`config.mk`:
```
export PLATFORM = sky130hd
export DESIGN_NAME = keypad_scanner
export DESIGN_NICKNAME = d
export VERILOG_FILES = /design/src/rtl/keypad_scanner.sv
export SDC_FILE = /design/constraint.sdc
export NUM_CORES = 1
export LEC_CHECK = 0
export BUFFER_PORTS_ARGS = -buffer_cell sky130_fd_sc_hd__buf_2
export CAP_MARGIN = 20
export CORE_ASPECT_RATIO = 0.7
export CORE_MARGIN = 3
export CORE_UTILIZATION = 53
export DETAILED_ROUTE_END_ITERATION = 10
export GPL_ROUTABILITY_DRIVEN = 0
export HOLD_SLACK_MARGIN = 0.15
export PLACE_DENSITY = 0.82
export SYNTH_ARGS = -nofsm -noshare
export SYNTH_HDL_FRONTEND = slang
export SYNTH_SLANG_ARGS = --single-unit
```
`constraint.sdc`:
```
create_clock -name clk -period 2.5 [get_ports clk]
set_clock_uncertainty 0.15 [all_clocks]
set_input_delay 0 -clock clk [delete_from_list [all_inputs] [get_ports clk]]
set_output_delay 0 -clock clk [all_outputs]
set_load 0.005 [all_outputs]
```
`src/rtl/keypad_scanner.sv`:
```
// keypad_scanner: 4x4 matrix keypad scanner with frame-level debounce and a
// one-deep event register (key_code/key_valid) with ack handshake and a
// sticky overflow flag.
// Optional feature: define KEYPAD_SCANNER_REPEAT_EN to enable auto-repeat of
// a held key every REPEAT_FRAMES frames.
module keypad_scanner #(
  parameter int SCAN_DIV      = 4,
  parameter int DEBOUNCE      = 3,
  parameter int REPEAT_FRAMES = 8
) (
  input  logic       clk,
  input  logic       reset,
  output logic [3:0] col_n,
  input  logic [3:0] row_n,
  output logic [3:0] key_code,
  output logic       key_valid,
  input  logic       key_ack,
  output logic       overflow
);

  typedef enum logic [1:0] {IDLE, PRESS_DB, HELD, RELEASE_DB} state_t;

  if (SCAN_DIV < 2 || SCAN_DIV > 255 || DEBOUNCE < 1 || DEBOUNCE > 15 ||
      REPEAT_FRAMES < 1 || REPEAT_FRAMES > 255) begin : g_bad_param
    $error("keypad_scanner: parameter out of legal range");
  end

  localparam logic [3:0] DEB = 4'(DEBOUNCE);

  logic [7:0] div_cnt;
  logic [1:0] col_idx;
  logic       sample, frame_end;

  logic [1:0] acc_cnt;   // lows seen so far this frame, saturating at 2
  logic [3:0] acc_code;  // code of the first single low seen this frame
  logic [3:0] lows;
  logic [2:0] pc, tot_sum;
  logic [1:0] row_idx, tot;
  logic [3:0] frm_code;
  logic       is_single;

  state_t     state, state_nx;
  logic [3:0] cnt, cnt_nx, cand, cand_nx;
  logic       emit;
`ifdef KEYPAD_SCANNER_REPEAT_EN
  logic [7:0] rpt, rpt_nx;
`endif

  assign sample    = (div_cnt == 8'(SCAN_DIV - 1));
  assign frame_end = sample && (col_idx == 2'd3);
  assign col_n     = ~(4'b0001 << col_idx);

  // column strobe timing: dwell SCAN_DIV cycles per column, wrap after col 3
  always_ff @(posedge clk or negedge reset) begin
    if (!reset) begin
      div_cnt <= '0;
      col_idx <= '0;
    end else if (sample) begin
      div_cnt <= '0;
      col_idx <= col_idx + 2'd1;
    end else begin
      div_cnt <= div_cnt + 8'd1;
    end
  end

  // classify the current column sample merged with the frame so far
  always_comb begin
    lows    = ~row_n;
    pc      = 3'(lows[0]) + 3'(lows[1]) + 3'(lows[2]) + 3'(lows[3]);
    row_idx = '0;
    for (int r = 0; r < 4; r++)
      if (lows[r]) row_idx = 2'(r);
    tot_sum   = {1'b0, acc_cnt} + pc;
    tot       = (tot_sum >= 3'd2) ? 2'd2 : tot_sum[1:0];
    frm_code  = (acc_cnt == 2'd0 && pc == 3'd1) ? {col_idx, row_idx} : acc_code;
    is_single = (tot == 2'd1);
  end

  // per-frame accumulator, cleared at the column-3 sample
  always_ff @(posedge clk or negedge reset) begin
    if (!reset) begin
      acc_cnt  <= '0;
      acc_code <= '0;
    end else if (sample) begin
      if (col_idx == 2'd3) begin
        acc_cnt  <= '0;
        acc_code <= '0;
      end else begin
        acc_cnt  <= tot;
        acc_code <= frm_code;
      end
    end
  end

  // debounce FSM state register
  always_ff @(posedge clk or negedge reset) begin
    if (!reset) begin
      state <= IDLE;
      cnt   <= '0;
      cand  <= '0;
`ifdef KEYPAD_SCANNER_REPEAT_EN
      rpt   <= '0;
`endif
    end else begin
      state <= state_nx;
      cnt   <= cnt_nx;
      cand  <= cand_nx;
`ifdef KEYPAD_SCANNER_REPEAT_EN
      rpt   <= rpt_nx;
`endif
    end
  end

  // debounce FSM next state; advances only once per frame
  always_comb begin
    state_nx = state;
    cnt_nx   = cnt;
    cand_nx  = cand;
    emit     = 1'b0;
`ifdef KEYPAD_SCANNER_REPEAT_EN
    rpt_nx   = rpt;
`endif
    if (frame_end) begin
      case (state)
        IDLE: if (is_single) begin
          cand_nx = frm_code;
          cnt_nx  = 4'd1;
          if (DEB == 4'd1) begin
            state_nx = HELD;
            emit     = 1'b1;
`ifdef KEYPAD_SCANNER_REPEAT_EN
            rpt_nx   = '0;
`endif
          end else begin
            state_nx = PRESS_DB;
          end
        end
        PRESS_DB: if (is_single && frm_code == cand) begin
          cnt_nx = cnt + 4'd1;
          if (cnt + 4'd1 == DEB) begin
            state_nx = HELD;
            emit     = 1'b1;
`ifdef KEYPAD_SCANNER_REPEAT_EN
            rpt_nx   = '0;
`endif
          end
        end else begin
          // a different key, a multi-key frame or no key all restart
          state_nx = IDLE;
          cnt_nx   = '0;
        end
        HELD: if (is_single && frm_code == cand) begin
`ifdef KEYPAD_SCANNER_REPEAT_EN
          rpt_nx = rpt + 8'd1;
          if (rpt + 8'd1 == 8'(REPEAT_FRAMES)) begin
            emit   = 1'b1;
            rpt_nx = '0;
          end
`endif
        end else begin
          cnt_nx   = 4'd1;
          state_nx = (DEB == 4'd1) ? IDLE : RELEASE_DB;
        end
        RELEASE_DB: if (is_single && frm_code == cand) begin
          state_nx = HELD;
        end else begin
          cnt_nx = cnt + 4'd1;
          if (cnt + 4'd1 == DEB) state_nx = IDLE;
        end
        default: state_nx = IDLE;
      endcase
    end
  end

  // event register: accept when empty or being acked, else drop and flag
  always_ff @(posedge clk or negedge reset) begin
    if (!reset) begin
      key_code  <= '0;
      key_valid <= 1'b0;
      overflow  <= 1'b0;
    end else if (emit) begin
      if (!key_valid || key_ack) begin
        key_code  <= frm_code;
        key_valid <= 1'b1;
      end else begin
        overflow  <= 1'b1;
      end
    end else if (key_valid && key_ack) begin
      key_valid <= 1'b0;
      overflow  <= 1'b0;
    end
  end

endmodule

```
==> tab_implementation.tex, run 1 <==
\begin{tabular}{lr}
\hline
Metric & Value \\
\hline
\multicolumn{2}{l}{\textbf{Timing}} \\
Worst hold margin & 0.1481 ns \\
Final setup viols & 11 \\
Hold violation count in the final report & 0 \\
Least setup slack across all paths after layout & -0.1456 ns \\
Final count of pins violating max slew & 0 \\
Post-layout min period & 2.646 ns \\
Achievable clock frequency & 378.0 MHz \\
Worst max-slew margin expressed relative to the limit & 52.78\% \\
RSZ-0062 raised after global routing & true \\
Transition time at the pin with the least slew margin & 0.7083 ns \\
Period utilization & 105.8\% \\
\multicolumn{2}{l}{\textbf{Clock tree}} \\
Clock buffers created by TritonCTS & 5 \\
Clock transition at the register clock pins on the worst setup and hold paths after CTS & 0.07 ns \\
CTS tree & built \\
Root Buffer & sky130\_fd\_sc\_hd\_\_clkbuf\_8 \\
Number of buffers between clock root and the deepest sink & 2 \\
\# H-tree levels & 2 \\
Clock insertion delay at the later pin of the skew report & 0.29 ns \\
Num Clock Sinks & 32 \\
\multicolumn{2}{l}{\textbf{Setup path}} \\
Delay contributed by the slowest stage of the critical path & 0.49 ns \\
Reg2Reg Capture Point & cnt[0] \\
Reg-to-Reg Start & acc\_cnt[0] \\
Type of destination of the critical path & flop \\
Crit path cell chain & buf\_2, inv\_2, fa\_1, ha\_4, ha\_4, fa\_2, xor2\_2, or3b\_4, buf\_6, a21oi\_4, buf\_4, nand3\_1, o2111a\_1 \\
Setup slack of the most critical reg-to-reg path & 0.04 ns \\
Arrival time of the worst setup path & 2.67 ns \\
Path type of the worst setup path & input port to flop \\
Maximum fanout count along the critical path & 4 \\
Required time reported for the critical path endpoint & 2.52 ns \\
Slowest CP cell & sky130\_fd\_sc\_hd\_\_fa\_1 \\
Kind of launch point of the worst setup path & input port \\
Worst path most repeated cell & sky130\_fd\_sc\_hd\_\_ha\_4 \\
Worst reg2reg path depth & 9 \\
\multicolumn{2}{l}{\textbf{Route}} \\
Antenna viol nets, final & 0 \\
Detailed-route vias per instance & 5.490 \\
Vias after detailed routing & 1570 \\
First-iteration detailed-routing DRC count & 95 \\
Initial DRT Pass Iterations & 4 \\
Post-detailed-route DRC marker count & 0 \\
Wirelength per Cell & 15.11 µm \\
Drt total wl & 4322 µm \\
\multicolumn{2}{l}{\textbf{Cells and area}} \\
Nets & 257 \\
Fill cells & 259 \\
Area occupied by registers & 800.8 µm² \\
P\&R area growth vs syn & 28.41\% \\
Combined area of the multi-input logic cells & 0.001142 mm² \\
Number of diodes & 0 \\
Ratio of cells with drive above 1 in the final layout & 30.13\% \\
Top library cells by usage in the layout, fill and taps aside & sky130\_fd\_sc\_hd\_\_dfrtp\_1, sky130\_fd\_sc\_hd\_\_nand2\_1, sky130\_fd\_sc\_hd\_\_buf\_4 \\
Most common cell after layout, fill and taps aside & sky130\_fd\_sc\_hd\_\_dfrtp\_1 \\
\multicolumn{2}{l}{\textbf{Logic synthesis}} \\
Synthesis-stage register bit count & 32 \\
Top cell type's share of synthesized area & 41.42\% \\
Fraction of the mapped netlist area in adder cells & 8.544\% \\
Most frequently used flop master after synthesis & sky130\_fd\_sc\_hd\_\_dfrtp\_1 \\
Synth top area cells & sky130\_fd\_sc\_hd\_\_dfrtp\_1, sky130\_fd\_sc\_hd\_\_ha\_1, sky130\_fd\_sc\_hd\_\_nand2\_1 \\
Count of yosys warnings during synthesis & 0 \\
Synthesized-area fraction occupied by ao, oa, aoi and oai cells & 14.56\% \\
Syn avg cell area & 9.863 µm² \\
Syn Nets & 215 \\
Sequential area share after synthesis & 41.42\% \\
Cell count after synthesis & 196 \\
Async S/R FF share, synth & 100.0\% \\
Unique cell type count in the Yosys netlist & 46 \\
Combinational family with the most area after synthesis & simple AND/OR/NAND/NOR gates \\
Cell area after technology mapping & 0.001933 mm² \\
Post-synth EDFFs & 0 \\
Post-synthesis share of cell area spent on xor and xnor gates & 7.249\% \\
Multiplexer fraction of the synthesized cell area & 3.107\% \\
Largest area contributor in the netlist & sky130\_fd\_sc\_hd\_\_dfrtp\_1 \\
Synthesized-area fraction occupied by and/or/nand/nor cells & 20.26\% \\
\multicolumn{2}{l}{\textbf{Hold path}} \\
Class of the tightest hold or removal check & input port to asynchronous set/reset pin \\
\multicolumn{2}{l}{\textbf{Pwr}} \\
Worst ir drop on vdd & 0.2908 mV \\
Leakage Power & 1.206 nW \\
Gate power share & 26.3\% \\
Internal power & 0.001037 W \\
Proportion of power drawn by flip-flops and latches & 40.8\% \\
Total power divided by cell area & 594.7 mW/mm² \\
Total net switching power & 0.0004390 W \\
Clock share of power & 33.0\% \\
Share of total power consumed by net switching & 29.74\% \\
\multicolumn{2}{l}{\textbf{GRT}} \\
Wire length of the first global-routing pass & 7203 µm \\
Initial antenna violation count & 0 \\
Vias in the first global route & 1564 \\
Remaining global-route overflow & 0 \\
Combined global-route utilization of all metal layers & 20.92\% \\
Largest net degree at the start of global routing & 33 \\
\multicolumn{2}{l}{\textbf{Place}} \\
HPWL after DPL & 3033 µm \\
Input/output buffers & 16 \\
Dpl ws & -0.6017 ns \\
\multicolumn{2}{l}{\textbf{Status}} \\
Violations in the final reports & negative setup slack \\
Outcome & finished, violations left \\
\multicolumn{2}{l}{\textbf{Floorplanning}} \\
Top-Level Pins & 17 \\
Core Box Area & 0.003318 mm² \\
Number of cell rows & 17 \\
Die extent in x & 78.19 µm \\
Die footprint & 0.004420 mm² \\
Starting utilization of the core area & 58.26\% \\
Floorplan die height & 56.53 µm \\
\multicolumn{2}{l}{\textbf{Job}} \\
Max cap viols & 0 \\
\hline
\end{tabular}
metal layers:
layer  wire length, µm  GRT usage [%]  vias up
li1                  -              -      767
met1              2023          27.97      763
met2              2052          32.56       31
met3               185          5.769        9
met4                60          7.731        0
met5                 0              0        -
per-stage QoR:
step	instance area (µm²)	power, W	TNS (ns)	utilization, %	std cells
2_1_floorplan	1976	0.0008422	-2.487	-	196
6_report	2482	0.001476	-1.219	74.81	286
3_3_place_gp	2220	0.0009342	-5.610	66.89	272
3_5_place_dp	2220	0.0009442	-6.570	66.89	272
4_1_cts	2420	0.001449	-1.367	72.93	284
5_1_grt	2482	0.001568	-2.188	74.81	286
cell families after synthesis:
family / Yosys count
adders and majority gates: 12
xor gates and xnor gates: 16
and+or+nand+nor: 69
buffers and inverters: 22
muxes: 6
DFF: 32
AOI/OAI and AO/OA: 39
worst max path at each step:
stage | start | end | slack, ns
2_1_floorplan | row_n[0] | cnt[1] | -0.25
3_3_place_gp | row_n[0] | cnt[0] | -0.51
3_5_place_dp | row_n[0] | cnt[0] | -0.60
4_1_cts | row_n[0] | cnt[0] | -0.18
5_1_grt | row_n[0] | overflow | -0.23
6_report | row_n[3] | cnt[0] | -0.15
flip-flops by register name, summed over array words and instances, names as in the netlist, named ones only:
signal,cells
div_cnt,8
acc_code,4
cand,4
cnt,4
key_code,4
acc_cnt,2
col_idx,2
key_valid,1
overflow,1
state,1
power groups by stage:
stage,registers [W],clock network (W),logic [W]
4_1_cts,0.000600,0.000495,0.000354
6_report,0.000602,0.000486,0.000388
3_3_place_gp,0.000608,0,0.000326
5_1_grt,0.000609,0.000521,0.000438
3_5_place_dp,0.000609,0,0.000335
2_1_floorplan,0.000581,0,0.000261
cells in the mapped netlist, types with 3 or more instances:
cell type,n
sky130_fd_sc_hd__xnor2_1,8
sky130_fd_sc_hd__o31ai_1,3
sky130_fd_sc_hd__buf_2,3
sky130_fd_sc_hd__nand2_1,22
sky130_fd_sc_hd__dfrtp_1,32
sky130_fd_sc_hd__mux2i_1,6
sky130_fd_sc_hd__a21oi_1,7
sky130_fd_sc_hd__inv_1,17
sky130_fd_sc_hd__o21ai_0,10
sky130_fd_sc_hd__xor2_1,8
sky130_fd_sc_hd__and3_1,3
sky130_fd_sc_hd__nor3_1,3
sky130_fd_sc_hd__nor2_1,13
sky130_fd_sc_hd__nand4_1,4
sky130_fd_sc_hd__nand3_2,3
sky130_fd_sc_hd__ha_1,10
sky130_fd_sc_hd__a22o_1,3
sky130_fd_sc_hd__nand3_1,6
critical path, delay by kind of cell:
kind	cells	cell delay, ns
and+or+nand+nor	2	0.47
xor gates and xnor gates	1	0.16
AOI/OAI and AO/OA	2	0.32
adders and majority gates	4	1.27
buffers and inverters	4	0.46
layout make-up:
| type | count | share of cell area (%) |
|---|---|---|
| Sequential cell | 32 | 32.26 |
| Timing Repair Buffer | 40 | 12.15 |
| Inverter | 17 | 2.873 |
| Tap cell | 47 | 2.369 |
| Clock buffer | 6 | 2.923 |
| Multi-Input combinational cell | 142 | 46.02 |
| Clock inverter | 2 | 1.411 |
timing repair:
action	CTS	global route
endpoints found under the setup margin	12	12
endpoints found under the hold margin	39	0
pin swaps	8	5
buffers inserted	0	2
resized for setup	13	7
hold buffers	4	0
gates cloned	0	0
Power figures use the tool's default switching activity.
==> inputs of run 2 (changes only) <==
--- a/config.mk
+++ b/config.mk
@@ -5,6 +5,7 @@
 export SDC_FILE = /design/constraint.sdc
 export NUM_CORES = 1
 export LEC_CHECK = 0
+export ABC_AREA = 1
 export BUFFER_PORTS_ARGS = -buffer_cell sky130_fd_sc_hd__buf_2
 export CAP_MARGIN = 20
 export CORE_ASPECT_RATIO = 0.7
==> run 2 against run 1 <==
Net effect: the run still ends with negative setup slack left; synthesized cell count is 18% higher; cell area is 4.1% lower; cell count is 12% higher; largest power group unchanged; critical path type unchanged; total power is 0.87% lower; routed wire length is 6.4% lower.
==> tab_implementation.tex, run 2 <==
\begin{tabular}{lr}
\hline
Metric & Value \\
\hline
\multicolumn{2}{l}{\textbf{Setup path}} \\
Required time reported for the critical path endpoint & 2.52 ns (about the same) \\
Slowest CP cell & sky130\_fd\_sc\_hd\_\_fa\_2 \\
Path type of the worst setup path & input port to flop \\
Arrival time of the worst setup path & 2.58 ns (-0.09 ns) \\
Crit path cell chain & buf\_6, inv\_2, fa\_2, ha\_4, ha\_4, fa\_2, a21oi\_2, o21ai\_1, nor2\_1, buf\_4, inv\_1, a21oi\_4, nand4\_1, and2\_1 \\
Maximum fanout count along the critical path & 4 (unchanged) \\
Kind of launch point of the worst setup path & input port \\
Count of buffer and inverter cells on the critical path & 4 (unchanged) \\
Delay contributed by the slowest stage of the critical path & 0.46 ns (-0.03 ns) \\
Type of destination of the critical path & flop \\
Top Family by Delay on Critical Path & adder cells \\
\multicolumn{2}{l}{\textbf{Clock tree}} \\
Root Buffer & sky130\_fd\_sc\_hd\_\_clkbuf\_8 \\
Number of buffers between clock root and the deepest sink & 2 (unchanged) \\
CTS tree & built \\
Num Clock Sinks & 32 (unchanged) \\
\# H-tree levels & 2 (unchanged) \\
Clock buffers created by TritonCTS & 5 (unchanged) \\
Clock transition at the register clock pins on the worst setup and hold paths after CTS & 0.06 ns (about the same) \\
Clock insertion delay at the later pin of the skew report & 0.28 ns (about the same) \\
\multicolumn{2}{l}{\textbf{Timing}} \\
Final setup viols & 11 (unchanged) \\
Period utilization & 102.4\% (-3.4 points) \\
Worst max-slew margin expressed relative to the limit & 53.23\% (+0.46 points) \\
Final count of pins violating max slew & 0 (unchanged) \\
Achievable clock frequency & 390.6 MHz (+3.3\%) \\
Worst hold margin & 0.1714 ns (+0.02326 ns) \\
Transition time at the pin with the least slew margin & 0.7015 ns (-0.006835 ns) \\
RSZ-0062 raised after global routing & true \\
Hold violation count in the final report & 0 (unchanged) \\
Setup TNS & -0.3767 ns (+0.8420 ns) \\
Least setup slack across all paths after layout & -0.06016 ns (+0.08541 ns) \\
Post-layout min period & 2.560 ns (-0.08541 ns) \\
\multicolumn{2}{l}{\textbf{Route}} \\
Initial DRT Pass Iterations & 4 (unchanged) \\
Vias after detailed routing & 1609 (+2.5\%) \\
Detailed-route vias per instance & 5.012 (-8.7\%) \\
First-iteration detailed-routing DRC count & 82 (-14\%) \\
Antenna viol nets, final & 0 (unchanged) \\
Post-detailed-route DRC marker count & 0 (unchanged) \\
Wirelength per Cell & 12.60 µm (-17\%) \\
Drt total wl & 4046 µm (-6.4\%) \\
\multicolumn{2}{l}{\textbf{Hold path}} \\
Class of the tightest hold or removal check & input port to asynchronous set/reset pin \\
\multicolumn{2}{l}{\textbf{Logic synthesis}} \\
Sequential area share after synthesis & 42.87\% (+1.4 points) \\
Synth top area cells & sky130\_fd\_sc\_hd\_\_dfrtp\_1, sky130\_fd\_sc\_hd\_\_nand2\_1, sky130\_fd\_sc\_hd\_\_inv\_1 \\
Async S/R FF share, synth & 100.0\% (unchanged) \\
Dominant cell by count in the synthesized netlist & sky130\_fd\_sc\_hd\_\_nand2\_1 \\
Syn avg cell area & 8.052 µm² (-18\%) \\
Top cell type's share of synthesized area & 42.87\% (+1.4 points) \\
Most frequently used flop master after synthesis & sky130\_fd\_sc\_hd\_\_dfrtp\_1 \\
Cell area after technology mapping & 0.001868 mm² (-3.4\%) \\
Post-synth EDFFs & 0 (unchanged) \\
Syn Nets & 251 (+17\%) \\
Synthesis-stage register bit count & 32 (unchanged) \\
Count of yosys warnings during synthesis & 0 (unchanged) \\
Unique cell type count in the Yosys netlist & 29 (-37\%) \\
Cell count after synthesis & 232 (+18\%) \\
Largest area contributor in the netlist & sky130\_fd\_sc\_hd\_\_dfrtp\_1 \\
List of most frequent post-synthesis cells & sky130\_fd\_sc\_hd\_\_nand2\_1, sky130\_fd\_sc\_hd\_\_inv\_1, sky130\_fd\_sc\_hd\_\_dfrtp\_1, sky130\_fd\_sc\_hd\_\_nor2\_1 \\
\multicolumn{2}{l}{\textbf{Status}} \\
Outcome & finished, violations left \\
Violations in the final reports & negative setup slack \\
\multicolumn{2}{l}{\textbf{Pwr}} \\
Leakage Power & 1.195 nW (-0.93\%) \\
Worst ir drop on vdd & 0.3880 mV (+33\%) \\
Total power divided by cell area & 614.6 mW/mm² (+3.4\%) \\
Total Power & 0.001463 W (-0.87\%) \\
\multicolumn{2}{l}{\textbf{Cells and area}} \\
P\&R area growth vs syn & 27.46\% \\
Non-Filler Instances & 321 (+12\%) \\
Max FFs per register & 8 (unchanged) \\
Nets & 292 (+14\%) \\
Ratio of cells with drive above 1 in the final layout & 24.45\% (-5.7 points) \\
Reg with most FFs & div\_cnt \\
Number of diodes & 0 (unchanged) \\
Most common cell after layout, fill and taps aside & sky130\_fd\_sc\_hd\_\_nand2\_1 \\
Top library cells by usage in the layout, fill and taps aside & sky130\_fd\_sc\_hd\_\_nand2\_1, sky130\_fd\_sc\_hd\_\_inv\_1, sky130\_fd\_sc\_hd\_\_dfrtp\_1 \\
Fill cells & 239 (-7.7\%) \\
\multicolumn{2}{l}{\textbf{Place}} \\
HPWL after DPL & 2869 µm (-5.4\%) \\
Cells after DPL & 306 (+13\%) \\
Dpl ws & -0.5426 ns (+0.05909 ns) \\
Input/output buffers & 16 (unchanged) \\
\multicolumn{2}{l}{\textbf{GRT}} \\
Wire length of the first global-routing pass & 7079 µm (-1.7\%) \\
Initial antenna violation count & 0 (unchanged) \\
Remaining global-route overflow & 0 (unchanged) \\
Vias in the first global route & 1526 (-2.4\%) \\
Largest net degree at the start of global routing & 33 (unchanged) \\
Combined global-route utilization of all metal layers & 20.73\% (-0.20 points) \\
\multicolumn{2}{l}{\textbf{Floorplanning}} \\
Top-Level Pins & 17 (unchanged) \\
Floorplan die height & 55.67 µm (-1.5\%) \\
Starting utilization of the core area & 57.40\% (-0.86 points) \\
Die footprint & 0.004284 mm² (-3.1\%) \\
Number of cell rows & 17 (unchanged) \\
Die extent in x & 76.96 µm (-1.6\%) \\
Core Box Area & 0.003254 mm² (-1.9\%) \\
\multicolumn{2}{l}{\textbf{Job}} \\
Max cap viols & 0 (unchanged) \\
\hline
\end{tabular}
run 2: final timing paths:
| path | from | end | slack [ns] | cells after the start |
|---|---|---|---|---|
| setup / recovery | row_n[3] | state[0] | -0.06 | 14 |
| hold / removal | reset | acc_cnt[0] | 0.17 | 2 |
| setup reg to reg | acc_cnt[0] | state[0] | 0.12 | 10 |
| hold reg to reg | div_cnt[0] | div_cnt[0] | 0.33 | 1 |
| max in group asynchronous | reset | acc_code[2] | 1.58 | 2 |
| min in group clk | row_n[3] | key_code[1] | 0.18 | 7 |
run 2: area by class of cell:
class / count / area [µm²] / share of cell area [%]
well taps: 47 / 58.81 / 2.470
inverters: 45 / 181.4 / 7.620
clock buffers: 6 / 72.57 / 3.048
clock inverters: 2 / 35.03 / 1.471
multi-input cells: 154 / 985.9 / 41.41
flip-flops and latches: 32 / 800.8 / 33.63
repair buffers: 35 / 246.5 / 10.35
run 2: layer usage:
layer	vias to the layer above	track usage (%)	share of wire, %
met5	-	0	0
met4	0	6.718	1.4
met3	7	5.987	6.5
met2	45	28.91	43
met1	738	30.62	49
li1	819	-	-
run 2: kinds of logic after synthesis:
| group | after synthesis | share of synthesized area (%) |
|---|---|---|
| and+or+nand+nor | 107 | 27.33 |
| buffers and inverters | 46 | 9.243 |
| DFF | 32 | 42.87 |
| AOI/OAI and AO/OA | 29 | 8.908 |
| adders and majority gates | 12 | 8.841 |
| xor gates and xnor gates | 6 | 2.813 |
run 2: power breakdown:
group          leakage, nW  switching, W  internal [W]
Combinational        0.700      0.000232      0.000155
Clock               0.0552      0.000184      0.000295
Sequential           0.439     0.0000401      0.000557
Total                 1.19      0.000456       0.00101
run 2: what timing repair did:
action / 4_1_cts / 5_1_grt
hold buffers: 2 / 0
pin swaps: 17 / 13
endpoints found under the setup margin: 12 / 13
resized for setup: 12 / 7
hold endpoints to repair: 38 / 0
buffers inserted: 5 / 0
run 2: per-stage QoR:
| stage | instance area, µm² | utilization, % |
|---|---|---|
| 3_3_place_gp | 2133 | 65.55 |
| 6_report | 2381 | 73.16 |
| 3_5_place_dp | 2133 | 65.55 |
| 2_1_floorplan | 1908 | - |
| 4_1_cts | 2362 | 72.59 |
| 5_1_grt | 2381 | 73.16 |
run 2: worst reg2reg max path, delay by kind of cell (launching register included):
family / cells / cell delay, ns
AND/OR/NAND/NOR: 3 / 0.47
AO/OA/AOI/OAI: 3 / 0.39
flip-flops: 1 / 0.44
adder cells (fa/ha/maj): 2 / 0.60
buffers and inverters: 2 / 0.21
==> inputs of run 3 (changes only) <==
--- a/config.mk
+++ b/config.mk
@@ -10,11 +10,12 @@
 export CAP_MARGIN = 20
 export CORE_ASPECT_RATIO = 0.7
 export CORE_MARGIN = 3
-export CORE_UTILIZATION = 53
+export CORE_UTILIZATION = 63
+export CTS_CLUSTER_SIZE = 40
 export DETAILED_ROUTE_END_ITERATION = 10
 export GPL_ROUTABILITY_DRIVEN = 0
 export HOLD_SLACK_MARGIN = 0.15
-export PLACE_DENSITY = 0.82
+export PLACE_DENSITY = 0.91
 export SYNTH_ARGS = -nofsm -noshare
 export SYNTH_HDL_FRONTEND = slang
 export SYNTH_SLANG_ARGS = --single-unit
==> constraint.sdc (replaced) <==
create_clock -name clk -period 3.15 [get_ports clk]
set_clock_uncertainty 0.15 [all_clocks]
set_input_delay 0 -clock clk [delete_from_list [all_inputs] [get_ports clk]]
set_output_delay 0 -clock clk [all_outputs]
set_load 0.005 [all_outputs]
==> run 3 against run 2 <==
Net effect: the run now ends clean; clock power fell by 37%; routed wire length fell by 5.2%; total power fell by 29%; combinational power decreased by 33%; die area is 14% lower; first-iteration DRC count is 80% higher; critical path depth grew 1; flip-flop and latch count unchanged; core utilization is 8.6 points higher; via count is 1.9% lower.
==> tab_implementation.tex, run 3 (synthesis gave the netlist of run 2 again) <==
\begin{tabular}{lr}
\hline
Metric & Value \\
\hline
\multicolumn{2}{l}{\textbf{Cells and area}} \\
Nets & 281 (-3.8\%) \\
Post-Route Utilization & 81.80\% (+8.6 points) \\
Most common cell after layout, fill and taps aside & sky130\_fd\_sc\_hd\_\_nand2\_1 \\
Number of diodes & 0 (unchanged) \\
Reg with most FFs & div\_cnt \\
Ratio of cells with drive above 1 in the final layout & 15.27\% (-9.2 points) \\
Top library cells by usage in the layout, fill and taps aside & sky130\_fd\_sc\_hd\_\_nand2\_1, sky130\_fd\_sc\_hd\_\_inv\_1, sky130\_fd\_sc\_hd\_\_dfrtp\_1 \\
Max FFs per register & 8 (unchanged) \\
P\&R area growth vs syn & 15.87\% \\
Non-Filler Instances & 296 (-7.8\%) \\
\multicolumn{2}{l}{\textbf{Clock tree}} \\
Root Buffer & sky130\_fd\_sc\_hd\_\_clkbuf\_8 \\
CTS tree & built \\
Clock buffers created by TritonCTS & 5 (unchanged) \\
Num Clock Sinks & 32 (unchanged) \\
Clock insertion delay at the later pin of the skew report & 0.29 ns (about the same) \\
\# H-tree levels & 2 (unchanged) \\
Number of buffers between clock root and the deepest sink & 2 (unchanged) \\
Clock transition at the register clock pins on the worst setup and hold paths after CTS & 0.07 ns (about the same) \\
\multicolumn{2}{l}{\textbf{Pwr}} \\
Internal power & 0.0006781 W (-33\%) \\
Share of total power consumed by net switching & 34.66\% (+3.5 points) \\
Clock share of power & 29.3\% (-3.5 points) \\
Total power divided by cell area & 479.5 mW/mm² (-22\%) \\
Leakage Power & 1.121 nW (-6.2\%) \\
Total net switching power & 0.0003598 W (-21\%) \\
Gate power share & 24.9\% (-1.6 points) \\
Proportion of power drawn by flip-flops and latches & 45.9\% (+5.1 points) \\
Worst ir drop on vdd & 0.3727 mV (-3.9\%) \\
Total Power & 0.001038 W (-29\%) \\
\multicolumn{2}{l}{\textbf{Route}} \\
DRT met1 WL & 1796 µm (-9.8\%) \\
Detailed-route vias per instance & 5.334 (+6.4\%) \\
Initial DRT Pass Iterations & 7 (+3) \\
Wirelength per Cell & 12.96 µm (+2.8\%) \\
Sum of met2 wire segment lengths after detailed routing & 1685 µm (-2.8\%) \\
Drt total wl & 3836 µm (-5.2\%) \\
Antenna viol nets, final & 0 (unchanged) \\
Met3 wire length & 316 µm (+20\%) \\
Highest metal layer with signal wires & met4 \\
First-iteration detailed-routing DRC count & 148 (+80\%) \\
Vias after detailed routing & 1579 (-1.9\%) \\
Post-detailed-route DRC marker count & 0 (unchanged) \\
\multicolumn{2}{l}{\textbf{Setup path}} \\
Worst reg2reg path depth & 11 (+1) \\
Arrival time of the worst setup path & 3.04 ns (+0.46 ns) \\
Reg2Reg Capture Point & state[0] \\
Required time reported for the critical path endpoint & 3.18 ns (+0.66 ns) \\
Reg-to-Reg Start & acc\_cnt[0] \\
Setup slack of the most critical reg-to-reg path & 0.45 ns (+0.33 ns) \\
Path type of the worst setup path & input port to flop \\
Type of destination of the critical path & flop \\
Kind of launch point of the worst setup path & input port \\
Maximum fanout count along the critical path & 4 (unchanged) \\
\multicolumn{2}{l}{\textbf{Floorplanning}} \\
Die footprint & 0.003665 mm² (-14\%) \\
Die extent in x & 71.09 µm (-7.6\%) \\
Floorplan die height & 51.56 µm (-7.4\%) \\
Number of cell rows & 15 (-2) \\
Core Box Area & 0.002646 mm² (-19\%) \\
Starting utilization of the core area & 70.59\% (+13 points) \\
Top-Level Pins & 17 (unchanged) \\
\multicolumn{2}{l}{\textbf{Timing}} \\
Worst hold margin & 0.1440 ns (-0.02735 ns) \\
Hold violation count in the final report & 0 (unchanged) \\
Transition time at the pin with the least slew margin & 0.7075 ns (+0.005967 ns) \\
Period utilization & 95.71\% \\
Final count of pins violating max slew & 0 (unchanged) \\
Worst max-slew margin expressed relative to the limit & 52.83\% (-0.40 points) \\
Final setup viols & 0 (-11) \\
Setup TNS & 0 ns (+0.3767 ns) \\
Post-layout min period & 3.015 ns \\
Achievable clock frequency & 331.7 MHz \\
\multicolumn{2}{l}{\textbf{GRT}} \\
Initial antenna violation count & 0 (unchanged) \\
Combined global-route utilization of all metal layers & 23.95\% (+3.2 points) \\
Vias in the first global route & 1523 (-0.20\%) \\
Wire length of the first global-routing pass & 6637 µm (-6.2\%) \\
Remaining global-route overflow & 0 (unchanged) \\
Largest net degree at the start of global routing & 33 (unchanged) \\
\multicolumn{2}{l}{\textbf{Job}} \\
Max cap viols & 0 (unchanged) \\
\multicolumn{2}{l}{\textbf{Status}} \\
Outcome & completed \\
\multicolumn{2}{l}{\textbf{Place}} \\
Input/output buffers & 16 (unchanged) \\
Cells after DPL & 283 (-7.5\%) \\
HPWL after DPL & 2688 µm (-6.3\%) \\
\multicolumn{2}{l}{\textbf{Hold path}} \\
Class of the tightest hold or removal check & input port to asynchronous set/reset pin \\
\hline
\end{tabular}
-- run 3: cell types whose count changed in the layout (fill, tap and decap cells not counted), sizes merged --
cell,change
dlygate4sd3,+3
bufinv,-1
buf,-14
-- run 3: worst max path at each step --
stage	cells after the start	startpoint	to	slack [ns]
2_1_floorplan	15	row_n[0]	key_code[1]	0.34
3_3_place_gp	16	row_n[1]	key_code[2]	0.14
3_5_place_dp	14	row_n[1]	cnt[2]	-0.01
4_1_cts	14	row_n[2]	cnt[2]	0.14
5_1_grt	15	row_n[2]	cnt[1]	-0.02
6_report	15	row_n[2]	state[0]	0.14
-- run 3: timing repair --
action	CTS	global route
hold endpoints to repair	42	0
endpoints found under the setup margin	0	9
hold buffers	5	0
resized for setup	0	7
setup buffers	0	1
-- run 3: critical path, cell delays in order --
cell,delay (ns)
sky130_fd_sc_hd__dlygate4sd3_1,0.52
sky130_fd_sc_hd__buf_2,0.12
sky130_fd_sc_hd__inv_1,0.04
sky130_fd_sc_hd__ha_1,0.19
sky130_fd_sc_hd__ha_1,0.34
sky130_fd_sc_hd__fa_1,0.49
sky130_fd_sc_hd__a21oi_1,0.14
sky130_fd_sc_hd__o21ai_0,0.16
sky130_fd_sc_hd__nor2_1,0.20
sky130_fd_sc_hd__buf_4,0.13
sky130_fd_sc_hd__buf_4,0.10
sky130_fd_sc_hd__inv_1,0.06
sky130_fd_sc_hd__a21oi_2,0.25
sky130_fd_sc_hd__nand4_1,0.15
sky130_fd_sc_hd__and2_1,0.17
-- run 3: cell type report --
| cell class | count | area [µm²] |
|---|---|---|
| clock buffers | 6 | 72.57 |
| clock inverters | 1 | 5.005 |
| fillers | 166 | 481.7 |
| inverters | 45 | 171.4 |
| multi-input cells | 154 | 919.6 |
| flip-flops and latches | 32 | 800.8 |
| well taps | 34 | 42.54 |
| repair buffers | 24 | 152.6 |
-- run 3: power groups by stage --
| stage | Sequential (W) | Clock [W] | Combinational (W) |
|---|---|---|---|
| after floorplan | 0.000471 | 0 | 0.000164 |
| after global placement | 0.000479 | 0 | 0.000206 |
| after detailed placement | 0.000481 | 0 | 0.000217 |
| after CTS | 0.000475 | 0.000304 | 0.000229 |
| after global routing | 0.000481 | 0.000329 | 0.000290 |
| final | 0.000476 | 0.000304 | 0.000258 |
-- run 3: metrics by stage --
step,worst slack (ns),area [µm²]
after global routing,-0.01685,2165
after global placement,0.1367,2002
after floorplan,0.3375,1868
after detailed placement,-0.01193,2002
final,0.1351,2165
after CTS,0.1402,2130
-- run 3: layer usage --
metal	vias up	global-route usage [%]
li1	793	-
met1	724	32.91
met2	56	35.85
met3	6	7.529
met4	0	8.750
met5	-	0
